`config.mk`:
```
export PLATFORM = sky130hd
export DESIGN_NAME = traffic_intersection_ctrl_flat
export DESIGN_NICKNAME = d
export VERILOG_FILES = /design/src/rtl/tl_pkg.sv /design/src/rtl/traffic_intersection_ctrl_if.sv /design/src/rtl/tl_sec_tick.sv /design/src/rtl/traffic_intersection_ctrl.sv /design/src/flat_wrapper.sv
export SDC_FILE = /design/constraint.sdc
export NUM_CORES = 1
export LEC_CHECK = 0
export CORE_UTILIZATION = 35
export CTS_BUF_LIST = sky130_fd_sc_hd__clkbuf_8
export CTS_CLUSTER_DIAMETER = 80
export DETAILED_ROUTE_END_ITERATION = 10
export DONT_BUFFER_PORTS = 1
export GPL_ROUTABILITY_DRIVEN = 0
export GPL_TIMING_DRIVEN = 0
export PLACE_DENSITY = 0.5
export SYNTH_ARGS = -nofsm -noshare
export SYNTH_HDL_FRONTEND = slang
export SYNTH_SLANG_ARGS = --single-unit
```
`constraint.sdc`:
```
create_clock -name clk -period 3.39 [get_ports clk]
set_input_delay 0.339 -clock clk [delete_from_list [all_inputs] [get_ports clk]]
set_output_delay 0.339 -clock clk [all_outputs]
set_load 0.1 [all_outputs]
```
`src/rtl/tl_pkg.sv`:
```
// Shared types and helpers for the two-road intersection controller.
// Phase encoding, 7-segment lookup and the countdown width live here.
package tl_pkg;

  localparam int CNT_W = 7;
  localparam logic [7:0] SEG_BLANK = 8'h00;

  typedef enum logic [2:0] {
    NS_GREEN,
    NS_YELLOW,
    ALLRED_A,
    EW_GREEN,
    EW_YELLOW,
    ALLRED_B,
    PED_WALK,
    FLASH
  } phase_e;

  // Active-high segments {dp,g,f,e,d,c,b,a}; non-decimal codes go blank.
  function automatic logic [7:0] seg7(input logic [3:0] digit);
    logic [7:0] seg;
    case (digit)
      4'd0:    seg = 8'h3F;
      4'd1:    seg = 8'h06;
      4'd2:    seg = 8'h5B;
      4'd3:    seg = 8'h4F;
      4'd4:    seg = 8'h66;
      4'd5:    seg = 8'h6D;
      4'd6:    seg = 8'h7D;
      4'd7:    seg = 8'h07;
      4'd8:    seg = 8'h7F;
      4'd9:    seg = 8'h6F;
      default: seg = SEG_BLANK;
    endcase
    return seg;
  endfunction

endpackage

```
`src/rtl/traffic_intersection_ctrl_if.sv`:
```
// Request inputs and lamp/display outputs of the intersection controller.
// The controller takes the master side; the board/bench takes the slave side.
interface traffic_intersection_ctrl_if;

  logic            en;
  logic            ped_req;
  logic            night_mode;
  logic            ns_red;
  logic            ns_yellow;
  logic            ns_green;
  logic            ew_red;
  logic            ew_yellow;
  logic            ew_green;
  logic            ped_walk;
  logic [1:0][7:0] display_led;

  modport master (
    input  en, ped_req, night_mode,
    output ns_red, ns_yellow, ns_green, ew_red, ew_yellow, ew_green,
    output ped_walk, display_led
  );

  modport slave (
    output en, ped_req, night_mode,
    input  ns_red, ns_yellow, ns_green, ew_red, ew_yellow, ew_green,
    input  ped_walk, display_led
  );

endinterface

```
`src/rtl/tl_sec_tick.sv`:
```
// Prescaler producing a one-clk tick every pSECOND_CNT_VALUE+1 enabled clocks.
// Holds its count while en is low so a frozen controller resumes mid-second.
module tl_sec_tick #(
  parameter int pSECOND_CNT_VALUE = 99
) (
  input  logic clk,
  input  logic rst_n,
  input  logic en,
  output logic tick
);

  localparam int CNT_W = (pSECOND_CNT_VALUE < 2) ? 1 : $clog2(pSECOND_CNT_VALUE + 1);
  localparam logic [CNT_W-1:0] TERM = CNT_W'(pSECOND_CNT_VALUE);

  logic [CNT_W-1:0] cnt;

  always_ff @(posedge clk or negedge rst_n) begin
    if (!rst_n) begin
      cnt <= '0;
    end else if (en) begin
      cnt <= (cnt == TERM) ? '0 : cnt + CNT_W'(1);
    end
  end

  assign tick = en && (cnt == TERM);

endmodule

```
`src/rtl/traffic_intersection_ctrl.sv`:
```
// NS/EW intersection controller: all-red clearance, pedestrian walk with green
// shortening, night flashing-yellow mode and a two-digit countdown display.
module traffic_intersection_ctrl
  import tl_pkg::*;
#(
  parameter int pSECOND_CNT_VALUE = 99,
  parameter int pGREEN_INIT_VAL   = 14,
  parameter int pYELLOW_INIT_VAL  = 2,
  parameter int pALLRED_INIT_VAL  = 1,
  parameter int pWALK_INIT_VAL    = 9,
  parameter int pPED_SHORT_VAL    = 4
) (
  input  logic                        clk,
  input  logic                        rst_n,
  traffic_intersection_ctrl_if.master bus
);

  if (pGREEN_INIT_VAL < 0 || pGREEN_INIT_VAL > 99 ||
      pYELLOW_INIT_VAL < 0 || pYELLOW_INIT_VAL > 99 ||
      pALLRED_INIT_VAL < 0 || pALLRED_INIT_VAL > 99 ||
      pWALK_INIT_VAL < 0 || pWALK_INIT_VAL > 99 ||
      pPED_SHORT_VAL < 0 || pPED_SHORT_VAL > 99) begin : g_bad_init_val
    $error("traffic_intersection_ctrl: countdown start values must lie in 0..99");
  end

  localparam logic [CNT_W-1:0] GREEN_V  = CNT_W'(pGREEN_INIT_VAL);
  localparam logic [CNT_W-1:0] YELLOW_V = CNT_W'(pYELLOW_INIT_VAL);
  localparam logic [CNT_W-1:0] ALLRED_V = CNT_W'(pALLRED_INIT_VAL);
  localparam logic [CNT_W-1:0] WALK_V   = CNT_W'(pWALK_INIT_VAL);
  localparam logic [CNT_W-1:0] SHORT_V  = CNT_W'(pPED_SHORT_VAL);

  phase_e           state, state_d;
  logic [CNT_W-1:0] cnt, cnt_d;
  logic             ped_pending, ped_pending_d;
  logic             blink, blink_d;
  logic             walk_to_ew, walk_to_ew_d;
  logic             enter_walk;
  logic             tick;

  tl_sec_tick #(
    .pSECOND_CNT_VALUE(pSECOND_CNT_VALUE)
  ) u_sec_tick (
    .clk  (clk),
    .rst_n(rst_n),
    .en   (bus.en),
    .tick (tick)
  );

  always_ff @(posedge clk or negedge rst_n) begin
    if (!rst_n) begin
      state       <= ALLRED_B;
      cnt         <= ALLRED_V;
      ped_pending <= 1'b0;
      blink       <= 1'b0;
      walk_to_ew  <= 1'b0;
    end else begin
      state       <= state_d;
      cnt         <= cnt_d;
      ped_pending <= ped_pending_d;
      blink       <= blink_d;
      walk_to_ew  <= walk_to_ew_d;
    end
  end

  // walk_to_ew remembers which green the clearance phase was heading for,
  // so a walk phase inserted after either all-red resumes the right road.
  always_comb begin
    state_d      = state;
    cnt_d        = cnt;
    blink_d      = blink;
    walk_to_ew_d = walk_to_ew;
    enter_walk   = 1'b0;
    if (tick) begin
      case (state)
        NS_GREEN, EW_GREEN: begin
          if (cnt == '0) begin
            state_d = (state == NS_GREEN) ? NS_YELLOW : EW_YELLOW;
            cnt_d   = YELLOW_V;
          end else if (ped_pending && (cnt > SHORT_V)) begin
            cnt_d = SHORT_V;
          end else begin
            cnt_d = cnt - CNT_W'(1);
          end
        end
        NS_YELLOW, EW_YELLOW: begin
          if (cnt == '0) begin
            state_d = (state == NS_YELLOW) ? ALLRED_A : ALLRED_B;
            cnt_d   = ALLRED_V;
          end else begin
            cnt_d = cnt - CNT_W'(1);
          end
        end
        ALLRED_A, ALLRED_B: begin
          if (cnt != '0) begin
            cnt_d = cnt - CNT_W'(1);
          end else if (bus.night_mode) begin
            state_d = FLASH;
            cnt_d   = '0;
            blink_d = 1'b0;
          end else if (ped_pending) begin
            state_d      = PED_WALK;
            cnt_d        = WALK_V;
            walk_to_ew_d = (state == ALLRED_A);
            enter_walk   = 1'b1;
          end else begin
            state_d = (state == ALLRED_A) ? EW_GREEN : NS_GREEN;
            cnt_d   = GREEN_V;
          end
        end
        PED_WALK: begin
          if (cnt == '0) begin
            state_d = walk_to_ew ? EW_GREEN : NS_GREEN;
            cnt_d   = GREEN_V;
          end else begin
            cnt_d = cnt - CNT_W'(1);
          end
        end
        FLASH: begin
          if (!bus.night_mode) begin
            state_d = ALLRED_A;
            cnt_d   = ALLRED_V;
          end else begin
            blink_d = ~blink;
          end
        end
        default: begin
          state_d = ALLRED_B;
          cnt_d   = ALLRED_V;
        end
      endcase
    end
    ped_pending_d = bus.ped_req | (ped_pending & ~enter_walk);
  end

  logic            ns_red, ns_yellow, ns_green;
  logic            ew_red, ew_yellow, ew_green;
  logic            ped_walk;
  logic [1:0][7:0] display;
  logic [3:0]      tens, units;

  always_comb begin
    ns_red    = 1'b0;
    ns_yellow = 1'b0;
    ns_green  = 1'b0;
    ew_red    = 1'b0;
    ew_yellow = 1'b0;
    ew_green  = 1'b0;
    ped_walk  = 1'b0;
    case (state)
      NS_GREEN:  begin ns_green  = 1'b1; ew_red    = 1'b1; end
      NS_YELLOW: begin ns_yellow = 1'b1; ew_red    = 1'b1; end
      EW_GREEN:  begin ns_red    = 1'b1; ew_green  = 1'b1; end
      EW_YELLOW: begin ns_red    = 1'b1; ew_yellow = 1'b1; end
      FLASH:     begin ns_yellow = blink; ew_yellow = blink; end
      PED_WALK:  begin ns_red    = 1'b1; ew_red    = 1'b1; ped_walk = 1'b1; end
      default:   begin ns_red    = 1'b1; ew_red    = 1'b1; end
    endcase
  end

  always_comb begin
    tens  = 4'(cnt / CNT_W'(10));
    units = 4'(cnt % CNT_W'(10));
    if (state == FLASH) begin
      display = {SEG_BLANK, SEG_BLANK};
    end else begin
      display = {seg7(tens), seg7(units)};
    end
  end

  assign bus.ns_red      = ns_red;
  assign bus.ns_yellow   = ns_yellow;
  assign bus.ns_green    = ns_green;
  assign bus.ew_red      = ew_red;
  assign bus.ew_yellow   = ew_yellow;
  assign bus.ew_green    = ew_green;
  assign bus.ped_walk    = ped_walk;
  assign bus.display_led = display;

endmodule
```
`src/flat_wrapper.sv`:
```
// flat-port wrapper written by rule: the top's interface ports become plain ports
module traffic_intersection_ctrl_flat import tl_pkg::*;
#(
  parameter int pSECOND_CNT_VALUE = 99,
  parameter int pGREEN_INIT_VAL   = 14,
  parameter int pYELLOW_INIT_VAL  = 2,
  parameter int pALLRED_INIT_VAL  = 1,
  parameter int pWALK_INIT_VAL    = 9,
  parameter int pPED_SHORT_VAL    = 4
)
  (clk, rst_n, bus_en, bus_ped_req, bus_night_mode, bus_ns_red, bus_ns_yellow, bus_ns_green, bus_ew_red, bus_ew_yellow, bus_ew_green, bus_ped_walk, bus_display_led);
  traffic_intersection_ctrl_if bus_i ();
  input  logic clk;
  input  logic rst_n;
  input wire logic [$bits(bus_i.en)-1:0] bus_en;
  input wire logic [$bits(bus_i.ped_req)-1:0] bus_ped_req;
  input wire logic [$bits(bus_i.night_mode)-1:0] bus_night_mode;
  output wire logic [$bits(bus_i.ns_red)-1:0] bus_ns_red;
  output wire logic [$bits(bus_i.ns_yellow)-1:0] bus_ns_yellow;
  output wire logic [$bits(bus_i.ns_green)-1:0] bus_ns_green;
  output wire logic [$bits(bus_i.ew_red)-1:0] bus_ew_red;
  output wire logic [$bits(bus_i.ew_yellow)-1:0] bus_ew_yellow;
  output wire logic [$bits(bus_i.ew_green)-1:0] bus_ew_green;
  output wire logic [$bits(bus_i.ped_walk)-1:0] bus_ped_walk;
  output wire logic [$bits(bus_i.display_led)-1:0] bus_display_led;
  assign bus_i.en = bus_en;
  assign bus_i.ped_req = bus_ped_req;
  assign bus_i.night_mode = bus_night_mode;
  assign bus_ns_red = bus_i.ns_red;
  assign bus_ns_yellow = bus_i.ns_yellow;
  assign bus_ns_green = bus_i.ns_green;
  assign bus_ew_red = bus_i.ew_red;
  assign bus_ew_yellow = bus_i.ew_yellow;
  assign bus_ew_green = bus_i.ew_green;
  assign bus_ped_walk = bus_i.ped_walk;
  assign bus_display_led = bus_i.display_led;
  traffic_intersection_ctrl #(.pSECOND_CNT_VALUE(pSECOND_CNT_VALUE), .pGREEN_INIT_VAL(pGREEN_INIT_VAL), .pYELLOW_INIT_VAL(pYELLOW_INIT_VAL), .pALLRED_INIT_VAL(pALLRED_INIT_VAL), .pWALK_INIT_VAL(pWALK_INIT_VAL), .pPED_SHORT_VAL(pPED_SHORT_VAL)) u_core (.clk(clk), .rst_n(rst_n), .bus(bus_i));
endmodule
```
Word level (Yosys, flattened, before mapping). Memories as Yosys holds them, arrays and structs flattened. Cells that the tools add are included. Widths: inputs -> output; s select.

Add/sub/neg operators: 2. Div/mod/pow operators: 2. Order comparisons: 1. Equality and inequality tests: 15. Multiplexer cells: 39. Bitwise operators: 6. Reduce and logical (&&, ||, !) cells: 15.

Operators by type and width (number): $mux 7 (8); $pmux 7 s5 (1); $mux 3 (10); $mux 16 (1); $pmux 3 s5 (1); $mux 1 (13); $eq 3x3->1 const B (4); $reduce_and 5->1 (2); $ne 2x2->1 const B (4); $add 7x1->7 const B (1); $div 7x4->7 const B (1); $eq 7x7->1 const B (1); $gt 7x3->1 const B (1); $logic_not 7->1 (1); $mod 7x4->7 const B (1); $reduce_bool 7->1 (1); $sub 7x1->7 const B (1); $eq 3x2->1 const B (2); $ne 2x1->1 const B (3); $pmux 1 s2 (3); $reduce_and 6->1 (1); $reduce_or 2->1 (3); $reduce_or 3->1 (2); $mux 2 (2); other kinds (8) (12).

Register bits after elaboration: 20. Bits in read-only memories: 224. Input bits: 5. Output and inout port bits: 23. Word-level logic and storage cells: 88. Memories: 2.

Memories: (no name shown) (depth 16, bits a word 7, read ports 1, clocked after memory_dff 0, write ports 0, line tl_pkg.sv:22) `case (digit)`; (no name shown) (depth 16, bits a word 7, read ports 1, clocked after memory_dff 0, write ports 0, line tl_pkg.sv:22).

Longest topological paths before layout. Gate-level depths: netlist of run 1.

Word-level depth: 8. Depth in mapped cells: 19. Mapped depth without buffers: 17.

Modules after synthesis. A second synthesis of run 1 with hierarchy kept.

Cells, all modules: 308. Area total of the unflattened synthesis: 2304.7 sq um.

By module, submodules not included: traffic_intersection_ctrl (times used 1, cells each 273, area each 1948.1 sq um, seq. area each 329.1 sq um); tl_sec_tick (times used 1, cells each 35, area each 356.6 sq um, seq. area each 175.2 sq um).

Worst setup path after synthesis of run 1. Ideal clock, no wire load.

Path type: reg-to-output. Start: register u_core.cnt[4]. End: output bus_display_led[6]. Arrival: 5157 ps. Required time: 3051 ps. Path slack: -2106 ps. Stages on the path, launching flop included: 19. Buffers on the path: 2. Path through: dfrtp_1 buf_6 buf_8 nor2_1 ha_1 nand2b_1 a2111oi_2 o21ai_1 nand2_1 nor2_1 ha_1 inv_1 a31oi_4 a21oi_2 nor2_2 ha_1 inv_1 a21oi_1 a211oi_1.

Longest elaborated chain between the ends: 3.

Ends and longest elaborated chain: from (decl) (line traffic_intersection_ctrl.sv:33) `logic [CNT_W-1:0] cnt, cnt_d;`; from (signal assigned) (line traffic_intersection_ctrl.sv:58) `cnt <= cnt_d;`; $mod 7x4->7 (line traffic_intersection_ctrl.sv:162) `units = 4'(cnt % CNT_W'(10));`; $mem_v2 16x7; $mux 16 (line traffic_intersection_ctrl.sv:163) `if (state == FLASH) begin`; to (decl) (line flat_wrapper.sv:25) `output wire logic [$bits(bus_i.display_led)-1:0] bus_display_led;`.

No other way between the ends.

Worst setup path after layout of run 1. Same ends and word-level chain as after synthesis.

==> metrics.md, run 1 <==
| Metric | Value |
|---|---|
| Final WL | `6760 um` |
| YS warnings | `0` |
| CP max stage delay | `900 ps` |
| Post-Syn Area per Cell | `7.67 um2` |
| DRC viols | `0` |
| Pleak | `0.00127 uW` |
| Fillers | `660` |
| DRT Pass-1 Iters | `4` |
| Post-synthesis sequential area ratio | `20.7%` |
| Initial antenna violation count | `0` |
| Crit path max-delay cell type | `a211oi_4` |
| Largest cells by area after synthesis | `dfrtp_1, ha_1, a21oi_1, o21ai_0, nor2_1` |
| Antenna diodes | `0` |
| First-pass GRT wire length | `11,300 um` |
| WS Path Type | `flip-flop to primary output` |
| Die Y-Extent | `85.3 um` |
| Most common cell after layout, fill and taps aside | `buf_4` |
| Clk_lat worst skew | `260 ps` |
| Starting Density | `36.0%` |
| Die ar. | `7280 um2` |
| Area Growth Syn to Fin | `41.9%` |
| Relative max-transition margin | `21.3%` |
| Total CTS buffers | `3` |
| IO Pins | `28` |
| Reg clk slew, reported paths | `80 ps` |
| Placeable core area | `6760 um2` |
| Failing checks | `setup timing` |
| EDFF count, synth | `0` |
| Worst VDD drop | `0.000167 V` |
| CP Capture Type | `primary output` |
| Crit-path cells | `buf_8 > nor2_4 > ha_4 > nand2b_4 > a2111oi_4 > o21ai_2 > buf_4 > a21bo_4 > a31oi_4 > and3_4 > nor2_4 > ha_4 > inv_4 > a21oi_4 > a211oi_4` |
| Setup WS pre-CTS | `-755 ps` |
| Final Setup Violations | `14` |
| Dpl hpwl | `4800 um` |
| Number of global-route vias before repair | `2,323` |
| Number of distinct library cells after synthesis | `73` |
| Root buffer cell | `clkbuf_8` |
| WL per Instance | `15.5 um` |
| Clk sink count | `20` |
| Critical-path maximum fanout | `6` |
| Port bufs | `0` |
| Fin. Hold Viols | `0` |
| Startpoint Class | `flip-flop` |
| Fmax | `238 MHz` |
| Nets | `378` |
| Post-route core utilization | `51.1%` |
| Most frequent cells in the layout | `buf_4, nand2_1, o21ai_0, nor2_1, a21oi_1` |
| Setup TNS | `-8290 ps` |
| Clk_skew | `6.56 ps` |
| Dpl cell area | `2880 um2` |
| Post-Syn Area | `2430 um2` |
| Measured slew at the worst slew-check pin | `1180 ps` |
| Row count | `30` |
| Vias | `2,450` |
| Fin crit share | `124%` |
| Die width | `85.3 um` |
| Initial DRC Count | `88` |
| Final worst slack | `-812 ps` |
| Clock buffer depth | `2` |
| WP data required | `3050 ps` |
| Pwr dens | `185 nW/um2` |
| Layout cells sized above 1 | `38.8%` |
| Hold_ws | `185 ps` |
| Post-Synthesis Cells | `317` |
| Seq cells post-synth | `20` |
| H-tree depth | `1` |
| Routed vias/inst | `5.62` |
| Area leader, netlist | `dfrtp_1` |
| Cell area after layout | `3450 um2` |
| Post-synthesis async set-or-reset flop share | `100%` |
| Status | `finished, violations left` |
| Yosys top cell area share | `17.5%` |
| Unrepaired setup endpoints after global routing | `yes` |
| TritonCTS clock tree | `yes` |
| HP Class | `input port to flip-flop` |
| Post-layout minimum cycle time | `4200 ps` |
| Overall Global Routing Usage | `18.9%` |
| Crit path DAT | `3860 ps` |
| Total grt overflow | `0` |
| Detail Route Antenna Nets | `0` |
| Max-cap violation count | `0` |
| Largest net degree at the start of global routing | `21` |
| Final Max Tran Viols | `0` |
| Dominant synthesized flop cell | `dfrtp_1` |
## cell families after synthesis
group / count (synthesis) / synth area share (%)
adder cells (fa/ha/maj): 17 / 8.65
AND/OR/NAND/NOR: 113 / 24.5
multiplexers: 6 / 2.93
XOR/XNOR: 8 / 2.88
other: 1 / 0.154
buffers and inverters: 44 / 9.01
AO/OA/AOI/OAI: 108 / 31.1
flip-flops: 20 / 20.7
## worst paths after layout
path                                               start  slack (ps)  cells after the start                       end
worst min-delay path                         bus_ped_req         180                      1        u_core.ped_pending
worst max-delay path                       u_core.cnt[4]        -810                     15        bus_display_led[6]
worst max register to register             u_core.cnt[6]         870                     10             u_core.cnt[6]
worst min register to register  u_core.u_sec_tick.cnt[0]         510                      1  u_core.u_sec_tick.cnt[0]
min in group asynchronous                          rst_n         680                      1           u_core.state[1]
max in group asynchronous                          rst_n        2120                      1             u_core.cnt[6]
## through the flow
stage,power (uW),cells
final,637,436
after floorplan,371,318
after CTS,645,424
after detailed placement,384,402
after global placement,383,398
after global routing,673,436
## power by group
part | switching (uW) | internal, uW | total [uW]
logic | 56.4 | 40.0 | 96.4
clock network | 88.4 | 158 | 246
registers | 28.6 | 266 | 294
total | 173 | 463 | 637
## critical path: cells and delay by family (launching register included)
kind            cells  cell delay (ps)
compound gates      6             1860
fa+ha+maj           2              390
buf+inv             3              350
flops               1              430
simple gates        4              570
## cell usage after synthesis, types with 3 or more instances
| cell | instances |
|---|---|
| o21ai_0 | 24 |
| o31ai_1 | 4 |
| a21oi_1 | 28 |
| a211oi_1 | 6 |
| nand4_1 | 3 |
| inv_1 | 20 |
| nor3_1 | 5 |
| or2_2 | 3 |
| nand2_1 | 24 |
| o21ai_1 | 4 |
| buf_6 | 3 |
| nand2b_1 | 3 |
| o22ai_1 | 6 |
| xnor2_1 | 7 |
| dfstp_2 | 3 |
| nand3_1 | 11 |
| and3_1 | 5 |
| ha_1 | 16 |
| nor2_1 | 31 |
| nand4b_1 | 3 |
| a21oi_2 | 3 |
| clkbuf_1 | 13 |
| dfrtp_1 | 17 |
| buf_4 | 5 |
| a31oi_1 | 4 |
| and2_1 | 5 |
| a22oi_1 | 5 |
## routing by layer
metal	up-vias	part of all wire, %	GRT usage [%]
li1	1227	-	-
met1	1173	47	24.9
met2	40	49	33.1
met3	10	2.4	1.56
met4	0	1.6	5.15
met5	-	0	0
## flip-flops by register name, indices dropped and copies added, names as in the netlist
register               cells
u_core.walk_to_ew          1
u_core.u_sec_tick.cnt      7
u_core.cnt                 7
u_core.ped_pending         1
u_core.state               3
u_core.blink               1
## timing repair
| item | in CTS | in global routing |
|---|---|---|
| hold buffers | 1 | 0 |
| buffers inserted | 17 | 13 |
| pin swaps | 30 | 28 |
| gates cloned | 0 | 0 |
| resized for setup | 40 | 13 |
| setup endpoints to repair | 14 | 14 |
| hold endpoints to repair | 20 | 0 |
## layout make-up
type / instances / area [um2] / share of cell area [%]
clock buffer: 3 / 41.3 / 1.20
buffer: 22 / 133 / 3.84
sequential: 20 / 504 / 14.6
multi-input combinational: 254 / 2230 / 64.8
clock inverter: 1 / 30.0 / 0.871
inverter: 21 / 93.8 / 2.72
timing repair buffer: 35 / 313 / 9.07
tap: 80 / 100 / 2.90
(Power assumes the default switching activity.)
==> run 2: changes to the inputs <==
--- a/config.mk
+++ b/config.mk
@@ -13,6 +13,7 @@
 export GPL_ROUTABILITY_DRIVEN = 0
 export GPL_TIMING_DRIVEN = 0
 export PLACE_DENSITY = 0.5
+export SKIP_LAST_GASP = 1
 export SYNTH_ARGS = -nofsm -noshare
 export SYNTH_HDL_FRONTEND = slang
 export SYNTH_SLANG_ARGS = --single-unit
==> metrics.md, run 2 (same netlist as run 1, synthesis figures left out) <==
| Metric | Value |
|---|---|
| Worst hold stages | `1 (unchanged)` |
| Clk sink count | `20 (unchanged)` |
| Crit path DAT | `3870 ps (about the same)` |
| Post-route core utilization | `51.0% (-0.074 points)` |
| Placeable core area | `6760 um2 (unchanged)` |
| WL per Instance | `15.5 um (+0.16%)` |
| Clk_lat worst skew | `260 ps (about the same)` |
| Final worst slack | `-817 ps (-4.96 ps)` |
| Final Max Tran Viols | `0 (unchanged)` |
| Initial antenna violation count | `0 (unchanged)` |
| Starting Density | `36.0% (unchanged)` |
| Relative max-transition margin | `21.3% (unchanged)` |
| Post-layout minimum cycle time | `4210 ps (+4.96 ps)` |
| Worst hold endpoint | `u_core.ped_pending` |
| Max-cap violation count | `0 (unchanged)` |
| Reg clk slew, reported paths | `80 ps (about the same)` |
| Startpoint Class | `flip-flop` |
| WP data required | `3050 ps (about the same)` |
| Most common cell after layout, fill and taps aside | `buf_4` |
| Total grt overflow | `0 (unchanged)` |
| Fin. Hold Viols | `0 (unchanged)` |
| Total CTS buffers | `3 (unchanged)` |
| Fin crit share | `124% (+0.15 points)` |
| DRT Pass-1 Iters | `4 (unchanged)` |
| Routed vias/inst | `5.60 (-0.29%)` |
| RR Startpoint | `u_core.cnt[6]` |
| Layout cells sized above 1 | `38.8% (unchanged)` |
| Setup WS pre-CTS | `-755 ps (unchanged)` |
| Vias | `2,443 (-0.29%)` |
| Die width | `85.3 um (unchanged)` |
| Measured slew at the worst slew-check pin | `1180 ps (unchanged)` |
| H-tree depth | `1 (unchanged)` |
| Overall Global Routing Usage | `18.9% (unchanged)` |
| Clk_skew | `6.45 ps (-0.113 ps)` |
| First-pass GRT wire length | `11,300 um (unchanged)` |
| TritonCTS clock tree | `yes` |
| Number of global-route vias before repair | `2,323 (unchanged)` |
| Largest net degree at the start of global routing | `21 (unchanged)` |
| Die Y-Extent | `85.3 um (unchanged)` |
| Initial DRC Count | `89 (+1.1%)` |
| Pleak | `0.00127 uW (about the same)` |
| Hold_sp | `bus_ped_req` |
| Setup TNS | `-8350 ps (-64.4 ps)` |
| CP Capture Type | `primary output` |
| Worst R2R Setup Slack | `870 ps (about the same)` |
| DRC viols | `0 (unchanged)` |
| Detail Route Antenna Nets | `0 (unchanged)` |
| CP max stage delay | `900 ps (about the same)` |
| Port bufs | `0 (unchanged)` |
| Most frequent cells in the layout | `buf_4, nand2_1, o21ai_0, nor2_1, a21oi_1` |
| Worst-case reg-to-reg path depth | `10 (unchanged)` |
| Clock buffer depth | `2 (unchanged)` |
| Final Setup Violations | `14 (unchanged)` |
| Die ar. | `7280 um2 (unchanged)` |
| Crit path max-delay cell type | `a211oi_4` |
| IO Pins | `28 (unchanged)` |
| Dpl hpwl | `4800 um (unchanged)` |
| R2R Path End | `u_core.cnt[6]` |
| Worst VDD drop | `0.000167 V (about the same)` |
| Cell count after placement | `402 (unchanged)` |
| Status | `finished, violations left` |
| Row count | `30 (unchanged)` |
| Crit-path cells | `buf_8 > nor2_4 > ha_4 > nand2b_4 > a2111oi_4 > o21ai_2 > buf_4 > a21bo_4 > a31oi_4 > and3_4 > nor2_4 > ha_4 > inv_4 > a21oi_4 > a211oi_4` |
| HP Class | `input port to flip-flop` |
| Failing checks | `setup timing` |
| Root buffer cell | `clkbuf_8` |
| Largest regs | `u_core.cnt x7, u_core.u_sec_tick.cnt x7, u_core.state x3` |
| WS Path Type | `flip-flop to primary output` |
| Nets | `378 (unchanged)` |
| Hold_ws | `185 ps (+0.0350 ps)` |
| Unrepaired setup endpoints after global routing | `yes` |
| Final WL | `6770 um (+0.16%)` |
| Critical-path maximum fanout | `6 (unchanged)` |
| Non-Filler Instances | `436 (unchanged)` |
| Fmax | `238 MHz (-0.12%)` |
| Area Growth Syn to Fin | `41.7%` |
| Fillers | `660 (unchanged)` |
| Pwr dens | `185 nW/um2 (about the same)` |
| Antenna diodes | `0 (unchanged)` |
[run 2: cell counts in the layout (fill, tap and decap cells not counted)]
No cell type changed its count.
[run 2: timing repair]
item	4_1_cts	5_1_grt
setup endpoints to repair	14	14
hold buffers	1	0
endpoints found under the hold margin	20	0
buffers inserted	17	13
resized for setup	40	12
pin swaps	30	28
[run 2: layout make-up]
type	count	area, um2	share of cell area (%)
plain buffers	22	133	3.85
clock buffers	3	41.3	1.20
clock inverters	1	30.0	0.872
inverters	21	93.8	2.72
multi-input cells	254	2230	64.7
flip-flops and latches	20	504	14.6
well taps	80	100	2.91
repair buffers	35	313	9.08
[run 2: worst max-delay path: cells and delay by family (launching register included)]
| family | cells | cell delay (ps) |
|---|---|---|
| AND/OR/NAND/NOR | 4 | 570 |
| adder cells (fa/ha/maj) | 2 | 390 |
| buffers and inverters | 3 | 350 |
| AO/OA/AOI/OAI | 6 | 1860 |
| flip-flops | 1 | 440 |
[run 2: report_power, final]
group | leakage (uW) | internal, uW | total (uW) | switching, uW
Clock | 0.0000357 | 158 | 246 | 88.3
Combinational | 0.00100 | 40.0 | 96.2 | 56.2
Sequential | 0.000227 | 266 | 294 | 28.6
[run 2: how the worst max path moves through the flow]
| stage | from | to | slack, ps | depth (start not counted) |
|---|---|---|---|---|
| 4_1_cts | u_core.cnt[4] | bus_display_led[6] | -840 | 16 |
| 6_report | u_core.cnt[4] | bus_display_led[6] | -820 | 15 |
| 5_1_grt | u_core.cnt[1] | bus_display_led[6] | -940 | 16 |
| 2_1_floorplan | u_core.cnt[4] | bus_display_led[6] | -480 | 18 |
| 3_5_place_dp | u_core.cnt[6] | bus_display_led[6] | -760 | 16 |
| 3_3_place_gp | u_core.cnt[6] | bus_display_led[6] | -770 | 16 |
[run 2: stage by stage]
step	total power, uW	area (um2)
6_report	637	3440
5_1_grt	673	3440
4_1_cts	645	3290
3_5_place_dp	384	2880
3_3_place_gp	383	2790
2_1_floorplan	371	2690
[run 2: metal layers]
layer | GRT usage [%] | vias up | part of all wire (%)
met5 | 0 | - | 0
met4 | 5.15 | 0 | 1.6
met3 | 1.56 | 10 | 2.3
met2 | 33.1 | 36 | 49
met1 | 24.9 | 1173 | 47
li1 | - | 1224 | -
